`config.mk`:
```
export PLATFORM = sky130hd
export DESIGN_NAME = alu_mul_seq_flat
export DESIGN_NICKNAME = d
export VERILOG_FILES = /design/src/rtl/alu_mul_seq_if.sv /design/src/rtl/alu_mul_seq.sv /design/src/flat_wrapper.sv
export SDC_FILE = /design/constraint.sdc
export NUM_CORES = 1
export LEC_CHECK = 0
export CAP_MARGIN = 10
export CORE_ASPECT_RATIO = 0.7
export CORE_MARGIN = 3
export CORE_UTILIZATION = 47
export DETAILED_ROUTE_END_ITERATION = 10
export GPL_ROUTABILITY_DRIVEN = 0
export GPL_TIMING_DRIVEN = 0
export PLACE_DENSITY = 0.77
export SYNTH_ARGS = -nofsm -noshare
export SYNTH_HDL_FRONTEND = slang
export SYNTH_SLANG_ARGS = --single-unit
export TNS_END_PERCENT = 5
```
`constraint.sdc`:
```
create_clock -name clk -period 1.95 [get_ports clk]
set_input_delay 0.195 -clock clk [delete_from_list [all_inputs] [get_ports clk]]
set_output_delay 0.195 -clock clk [all_outputs]
set_load 0.05 [all_outputs]
```
`src/rtl/alu_mul_seq_if.sv`:
```
// Request/response handshakes plus the shared-ALU operand/result bus of the shift-add multiplier.
// Latency: none, wires only.
// Backpressure: carried by req_ready/rsp_ready; the ALU side is combinational.
interface alu_mul_seq_if #(
    parameter int XLEN = 32
);
    logic            req_valid;
    logic            req_ready;
    logic [XLEN-1:0] req_a;
    logic [XLEN-1:0] req_b;
    logic            rsp_valid;
    logic            rsp_ready;
    logic [XLEN-1:0] rsp_product;
    logic            alu_busy;
    logic [XLEN-1:0] alu_data1;
    logic [XLEN-1:0] alu_data2;
    logic [3:0]      alu_op;
    logic [XLEN-1:0] alu_result;
    logic            alu_zero;

    // Multiplier side: consumes requests and ALU results, drives responses and ALU operands.
    modport slave (
        input  req_valid, req_a, req_b, rsp_ready, alu_result, alu_zero,
        output req_ready, rsp_valid, rsp_product, alu_busy, alu_data1, alu_data2, alu_op
    );

    // Environment side: requester, consumer and the ALU itself.
    modport master (
        output req_valid, req_a, req_b, rsp_ready, alu_result, alu_zero,
        input  req_ready, rsp_valid, rsp_product, alu_busy, alu_data1, alu_data2, alu_op
    );
endinterface

```
`src/rtl/alu_mul_seq.sv`:
```
// Shift-add multiplier (low XLEN bits of a*b) that borrows the shared ALU: one ADD/SLL/SRL per cycle.
// Latency: 2n+popcount(b) edges after acceptance (n = msb index of b + 1); b==0 answers at the accept edge.
// Backpressure: req_ready only in IDLE; product held in DONE until rsp_ready. Optional macro ALU_SHARE_EN adds alu_gnt stall input.
module alu_mul_seq #(
    parameter int XLEN = 32
) (
    input  logic         clk,
    input  logic         rst_n,
`ifdef ALU_SHARE_EN
    input  logic         alu_gnt,
`endif
    alu_mul_seq_if.slave bus
);
    typedef enum logic [2:0] {S_IDLE, S_ADD, S_SHL, S_SHR, S_DONE} state_t;

    localparam logic [3:0]      OP_AND = 4'b0000;
    localparam logic [3:0]      OP_ADD = 4'b0010;
    localparam logic [3:0]      OP_SLL = 4'b0101;
    localparam logic [3:0]      OP_SRL = 4'b0110;
    localparam logic [XLEN-1:0] ONE    = {{(XLEN-1){1'b0}}, 1'b1};

    state_t          state;
    logic [XLEN-1:0] acc;
    logic [XLEN-1:0] mcand;
    logic [XLEN-1:0] mplr;
    logic            req_ready_q;
    logic            rsp_valid_q;
    logic            busy_q;
    logic [3:0]      op_q;
    logic [XLEN-1:0] data1_q;
    logic [XLEN-1:0] data2_q;
    logic            step;

    // The ALU is ours every cycle unless an arbiter can withhold it.
`ifdef ALU_SHARE_EN
    assign step = alu_gnt;
`else
    assign step = 1'b1;
`endif

    assign bus.req_ready   = req_ready_q;
    assign bus.rsp_valid   = rsp_valid_q;
    assign bus.rsp_product = acc;
    assign bus.alu_busy    = busy_q;
    assign bus.alu_op      = op_q;
    assign bus.alu_data1   = data1_q;
    assign bus.alu_data2   = data2_q;

    // Sequencer: ALU operands are registered one cycle ahead, built from the values the next state will use.
    always_ff @(posedge clk or negedge rst_n) begin
        if (!rst_n) begin
            state       <= S_IDLE;
            acc         <= '0;
            mcand       <= '0;
            mplr        <= '0;
            req_ready_q <= 1'b1;
            rsp_valid_q <= 1'b0;
            busy_q      <= 1'b0;
            op_q        <= OP_AND;
            data1_q     <= '0;
            data2_q     <= '0;
        end else begin
            case (state)
                S_IDLE: begin
                    if (bus.req_valid) begin
                        mcand       <= bus.req_a;
                        mplr        <= bus.req_b;
                        acc         <= '0;
                        req_ready_q <= 1'b0;
                        if (bus.req_b == '0) begin
                            state       <= S_DONE;
                            rsp_valid_q <= 1'b1;
                        end else if (bus.req_b[0]) begin
                            state   <= S_ADD;
                            busy_q  <= 1'b1;
                            op_q    <= OP_ADD;
                            data1_q <= '0;
                            data2_q <= bus.req_a;
                        end else begin
                            state   <= S_SHL;
                            busy_q  <= 1'b1;
                            op_q    <= OP_SLL;
                            data1_q <= bus.req_a;
                            data2_q <= ONE;
                        end
                    end
                end
                S_ADD: begin
                    if (step) begin
                        acc     <= bus.alu_result;
                        state   <= S_SHL;
                        op_q    <= OP_SLL;
                        data1_q <= mcand;
                        data2_q <= ONE;
                    end
                end
                S_SHL: begin
                    if (step) begin
                        mcand   <= bus.alu_result;
                        state   <= S_SHR;
                        op_q    <= OP_SRL;
                        data1_q <= mplr;
                        data2_q <= ONE;
                    end
                end
                S_SHR: begin
                    if (step) begin
                        mplr <= bus.alu_result;
                        if (bus.alu_zero) begin
                            state       <= S_DONE;
                            busy_q      <= 1'b0;
                            op_q        <= OP_AND;
                            data1_q     <= '0;
                            data2_q     <= '0;
                            rsp_valid_q <= 1'b1;
                        end else if (bus.alu_result[0]) begin
                            state   <= S_ADD;
                            op_q    <= OP_ADD;
                            data1_q <= acc;
                            data2_q <= mcand;
                        end else begin
                            state   <= S_SHL;
                            op_q    <= OP_SLL;
                            data1_q <= mcand;
                            data2_q <= ONE;
                        end
                    end
                end
                S_DONE: begin
                    if (bus.rsp_ready) begin
                        state       <= S_IDLE;
                        rsp_valid_q <= 1'b0;
                        req_ready_q <= 1'b1;
                    end
                end
                default: begin
                    state       <= S_IDLE;
                    req_ready_q <= 1'b1;
                    rsp_valid_q <= 1'b0;
                    busy_q      <= 1'b0;
                    op_q        <= OP_AND;
                    data1_q     <= '0;
                    data2_q     <= '0;
                end
            endcase
        end
    end
endmodule

```
`src/flat_wrapper.sv`:
```
// flat-port wrapper written by rule: the top's interface ports become plain ports
module alu_mul_seq_flat 
#(
    parameter int XLEN = 32
)
  (clk, rst_n, bus_req_valid, bus_req_a, bus_req_b, bus_rsp_ready, bus_alu_result, bus_alu_zero, bus_req_ready, bus_rsp_valid, bus_rsp_product, bus_alu_busy, bus_alu_data1, bus_alu_data2, bus_alu_op);
  alu_mul_seq_if #(.XLEN(XLEN)) bus_i ();
  input  logic clk;
  input  logic rst_n;
  input wire logic [$bits(bus_i.req_valid)-1:0] bus_req_valid;
  input wire logic [$bits(bus_i.req_a)-1:0] bus_req_a;
  input wire logic [$bits(bus_i.req_b)-1:0] bus_req_b;
  input wire logic [$bits(bus_i.rsp_ready)-1:0] bus_rsp_ready;
  input wire logic [$bits(bus_i.alu_result)-1:0] bus_alu_result;
  input wire logic [$bits(bus_i.alu_zero)-1:0] bus_alu_zero;
  output wire logic [$bits(bus_i.req_ready)-1:0] bus_req_ready;
  output wire logic [$bits(bus_i.rsp_valid)-1:0] bus_rsp_valid;
  output wire logic [$bits(bus_i.rsp_product)-1:0] bus_rsp_product;
  output wire logic [$bits(bus_i.alu_busy)-1:0] bus_alu_busy;
  output wire logic [$bits(bus_i.alu_data1)-1:0] bus_alu_data1;
  output wire logic [$bits(bus_i.alu_data2)-1:0] bus_alu_data2;
  output wire logic [$bits(bus_i.alu_op)-1:0] bus_alu_op;
  assign bus_i.req_valid = bus_req_valid;
  assign bus_i.req_a = bus_req_a;
  assign bus_i.req_b = bus_req_b;
  assign bus_i.rsp_ready = bus_rsp_ready;
  assign bus_i.alu_result = bus_alu_result;
  assign bus_i.alu_zero = bus_alu_zero;
  assign bus_req_ready = bus_i.req_ready;
  assign bus_rsp_valid = bus_i.rsp_valid;
  assign bus_rsp_product = bus_i.rsp_product;
  assign bus_alu_busy = bus_i.alu_busy;
  assign bus_alu_data1 = bus_i.alu_data1;
  assign bus_alu_data2 = bus_i.alu_data2;
  assign bus_alu_op = bus_i.alu_op;
  alu_mul_seq #(.XLEN(XLEN)) u_core (.clk(clk), .rst_n(rst_n), .bus(bus_i));
endmodule
```
==> flow_summary.json, run 1 <==
{
  "grt_max_degree": 86,
  "hold_violations": 0,
  "skew_ns": 0.0149,
  "start_kind": "flop",
  "synthDistinctLibCells": 38,
  "crit_type": "flop to flop",
  "min_path_cells": 3,
  "drt_iter0_drc": 1003,
  "hold_start": "bus_req_b[15]",
  "max-cap-violations": 0,
  "share_comb_of_total_power": 0.564,
  "worst_slew_pin_slew_ns": 0.756,
  "rrSetupSlack_ns": 0.002,
  "finalCritPeriodShare": 0.999,
  "reg2reg_depth": 8,
  "wl_mm": 29.6,
  "cts.sinks": 169,
  "nets": 1119,
  "cts_root_buf": "clkbuf_16",
  "grt.overflow.total": 0,
  "synth_area_leaders": "dfrtp_1, a22oi_1, mux2i_1",
  "ys_warn_count": 0,
  "die_w_um": 162,
  "clock_path_buffers": 2,
  "synthFlopType": "dfrtp_1",
  "sw_frac_of_total": 0.484,
  "dp_cells": 1221,
  "setup_violations": 0,
  "ir_drop_mv": 0.970,
  "port_buffers": 202,
  "drc_errors": 0,
  "antenna_found_initial": 1,
  "final_cells": 1256,
  "power.switching_mw": 10.6,
  "finalCriticalPeriod_ns": 1.95,
  "critPathMaxFanout": 10,
  "max-slew-margin-rel": 0.496,
  "cp.arrival_ns": 2.24,
  "syn-cell-area_um2": 8010,
  "final_common_cell": "clkdlybuf4s50_1",
  "synth_fp_nets": 894,
  "drt_pre_antenna_iters": 5,
  "p_per_area_nw_per_um2": 1950,
  "grt_pass1_vias": 7723,
  "hpwl_mm": 20.4,
  "critPathRequiredTime_ns": 2.24,
  "yosysSeqAreaShare": 0.528,
  "synth_edf_count": 0,
  "rsz0062_at_grt": "yes",
  "status": "finished clean",
  "total_power_mw": 21.8,
  "numCtsBuffers": 17,
  "layout_common_cells": "clkdlybuf4s50_1, dfrtp_1, nor2_1",
  "min_path_type": "input pin to flop",
  "cts_tree": "done",
  "internal_power_mw": 11.3,
  "r2r_end": "u_core.mplr[22]",
  "synth_top_area_frac": 0.525,
  "fp.coreArea_um2": 16500,
  "cts_max_level": 4,
  "area_delta_synth_final_pct": 39.8,
  "syn_inst": 793,
  "worstSkewPairLatency_ns": 0.42,
  "io_pins": 204,
  "leakagePower_nw": 4.75,
  "vias": 7918,
  "start_util": 0.486,
  "layout-drive-gt1-share": 0.116,
  "antenna_cells": 0,
  "synthArstFlopShare": 1.00,
  "grt_pass1_wl_mm": 45.0,
  "track_usage": 0.312,
  "ys_ff_latch": 169,
  "synth_area_leader_cell": "dfrtp_1",
  "seqPwrFrac": 0.284,
  "timing.rr.start": "u_core.state[1]",
  "syn_avg_cell_area_um2": 10.1,
  "viasPerCell": 6.30,
  "hold_path_end": "u_core.mplr[15]",
  "rows": 39,
  "cts.clk_slew.worst_paths_ns": 0.06,
  "fmax_mhz": 513,
  "ant_nets": 0,
  "endpoint_kind": "flop",
  "die-height_um": 115,
  "clkPwrFrac": 0.152,
  "slew_viol_final": 0,
  "wl_per_cell_um": 23.6,
  "die_area_um2": 18700
}
==> power by group through the flow <==
stage	sequential (mW)	clock, mW	combinational (mW)
2_1_floorplan	8.71	0	5.06
3_3_place_gp	6.14	0	11.5
6_report	6.20	3.33	12.3
3_5_place_dp	6.16	0	11.7
5_1_grt	6.33	3.48	13.0
4_1_cts	6.13	3.32	11.9
==> worst max-delay path by stage <==
| stage | depth (start not counted) | end | slack, ns | startpoint |
|---|---|---|---|---|
| floorplan | 7 | u_core.mcand[2] | 0.34 | u_core.state[0] |
| global placement | 1 | u_core.bus.alu_data1[27] | -6.31 | rst_n |
| detailed placement | 7 | u_core.bus.alu_data1[29] | -0.90 | bus_req_b[0] |
| CTS | 8 | u_core.bus.alu_data2[31] | -0.02 | bus_req_b[13] |
| global route | 8 | u_core.bus.alu_data1[14] | -0.06 | u_core.state[1] |
| finish | 8 | u_core.mplr[22] | 0.002 | u_core.state[1] |
==> area by class of cell <==
class,instances,area [um^2]
multi-input cells,545,3530
inverters,2,7.51
clock inverters,12,115
repair buffers,206,2090
well taps,225,282
flip-flops and latches,169,4230
plain buffers,77,482
clock buffers,20,457
fillers,1293,5290
==> critical path: stages, from the launching register on <==
cell and delay [ns]:
dfrtp_1 0.37, buf_2 0.17, nor2_1 0.17, clkbuf_4 0.26, nand2_1 0.15, a21oi_4 0.18
buf_12 0.15, buf_2 0.25, a21oi_1 0.12
==> metal layers <==
metal,GRT usage,wire length [um]
met5,0,8
met4,0.0688,417
met1,0.475,12700
met2,0.451,12600
met3,0.0810,3850
==> Yosys cell counts (2+ instances only) <==
cell	count
a221oi_1	32
nand3_1	34
buf_1	3
o21ai_1	37
a21o_1	2
nor3_1	3
dfrtp_1	168
nand2_1	38
a22oi_1	96
nor2_1	108
buf_2	36
and2_1	3
inv_1	2
nand4_1	2
a22o_1	32
clkbuf_1	31
mux2i_1	64
o21ai_0	32
nor3b_1	2
a21oi_1	37
buf_4	7
nor4_1	8
==> registers in the layout (all words and copies together) (netlist names) <==
name	cells
u_core.bus.alu_op	3
u_core.mcand	32
u_core.mplr	32
u_core.bus.rsp_valid	1
u_core.state	3
u_core.bus.alu_data1	32
u_core.bus.alu_busy	1
u_core.bus.rsp_product	32
u_core.bus.req_ready	1
u_core.bus.alu_data2	32
==> through the flow <==
stage	instance area (um^2)	TNS (ns)	utilization	hold WS, ns	setup slack [ns]
finish	11200	0	0.679	0.208	0.00170
floorplan	8010	0	-	-0.101	0.337
detailed placement	10300	-65.37	0.628	0.238	-0.903
CTS	11100	-0.0886	0.671	0.393	-0.0176
global route	11200	-1.68	0.679	0.227	-0.0619
global placement	10300	-1128.12	0.626	0.489	-6.31
==> kinds of logic after synthesis <==
group,Yosys count,synth area share
and+or+nand+nor,206,0.111
DFF,169,0.528
buffers and inverters,79,0.0459
muxes,65,0.0813
other,1,0.000468
AOI/OAI and AO/OA,273,0.233
==> repair_timing <==
| item | 4_1_cts | 5_1_grt |
|---|---|---|
| buffers inserted | 0 | 2 |
| hold buffers | 1 | 0 |
| endpoints found under the setup margin | 135 | 138 |
| hold endpoints to repair | 83 | 0 |
| pin swaps | 3 | 6 |
| gates resized for setup | 39 | 60 |
(Power assumes the default switching activity.)
==> inputs of run 2 (changes only) <==
GPL_ROUTABILITY_DRIVEN = default   (was 0)
==> results of run 2 <==
Final layout, timing and power as in run 1 (identical DEF).
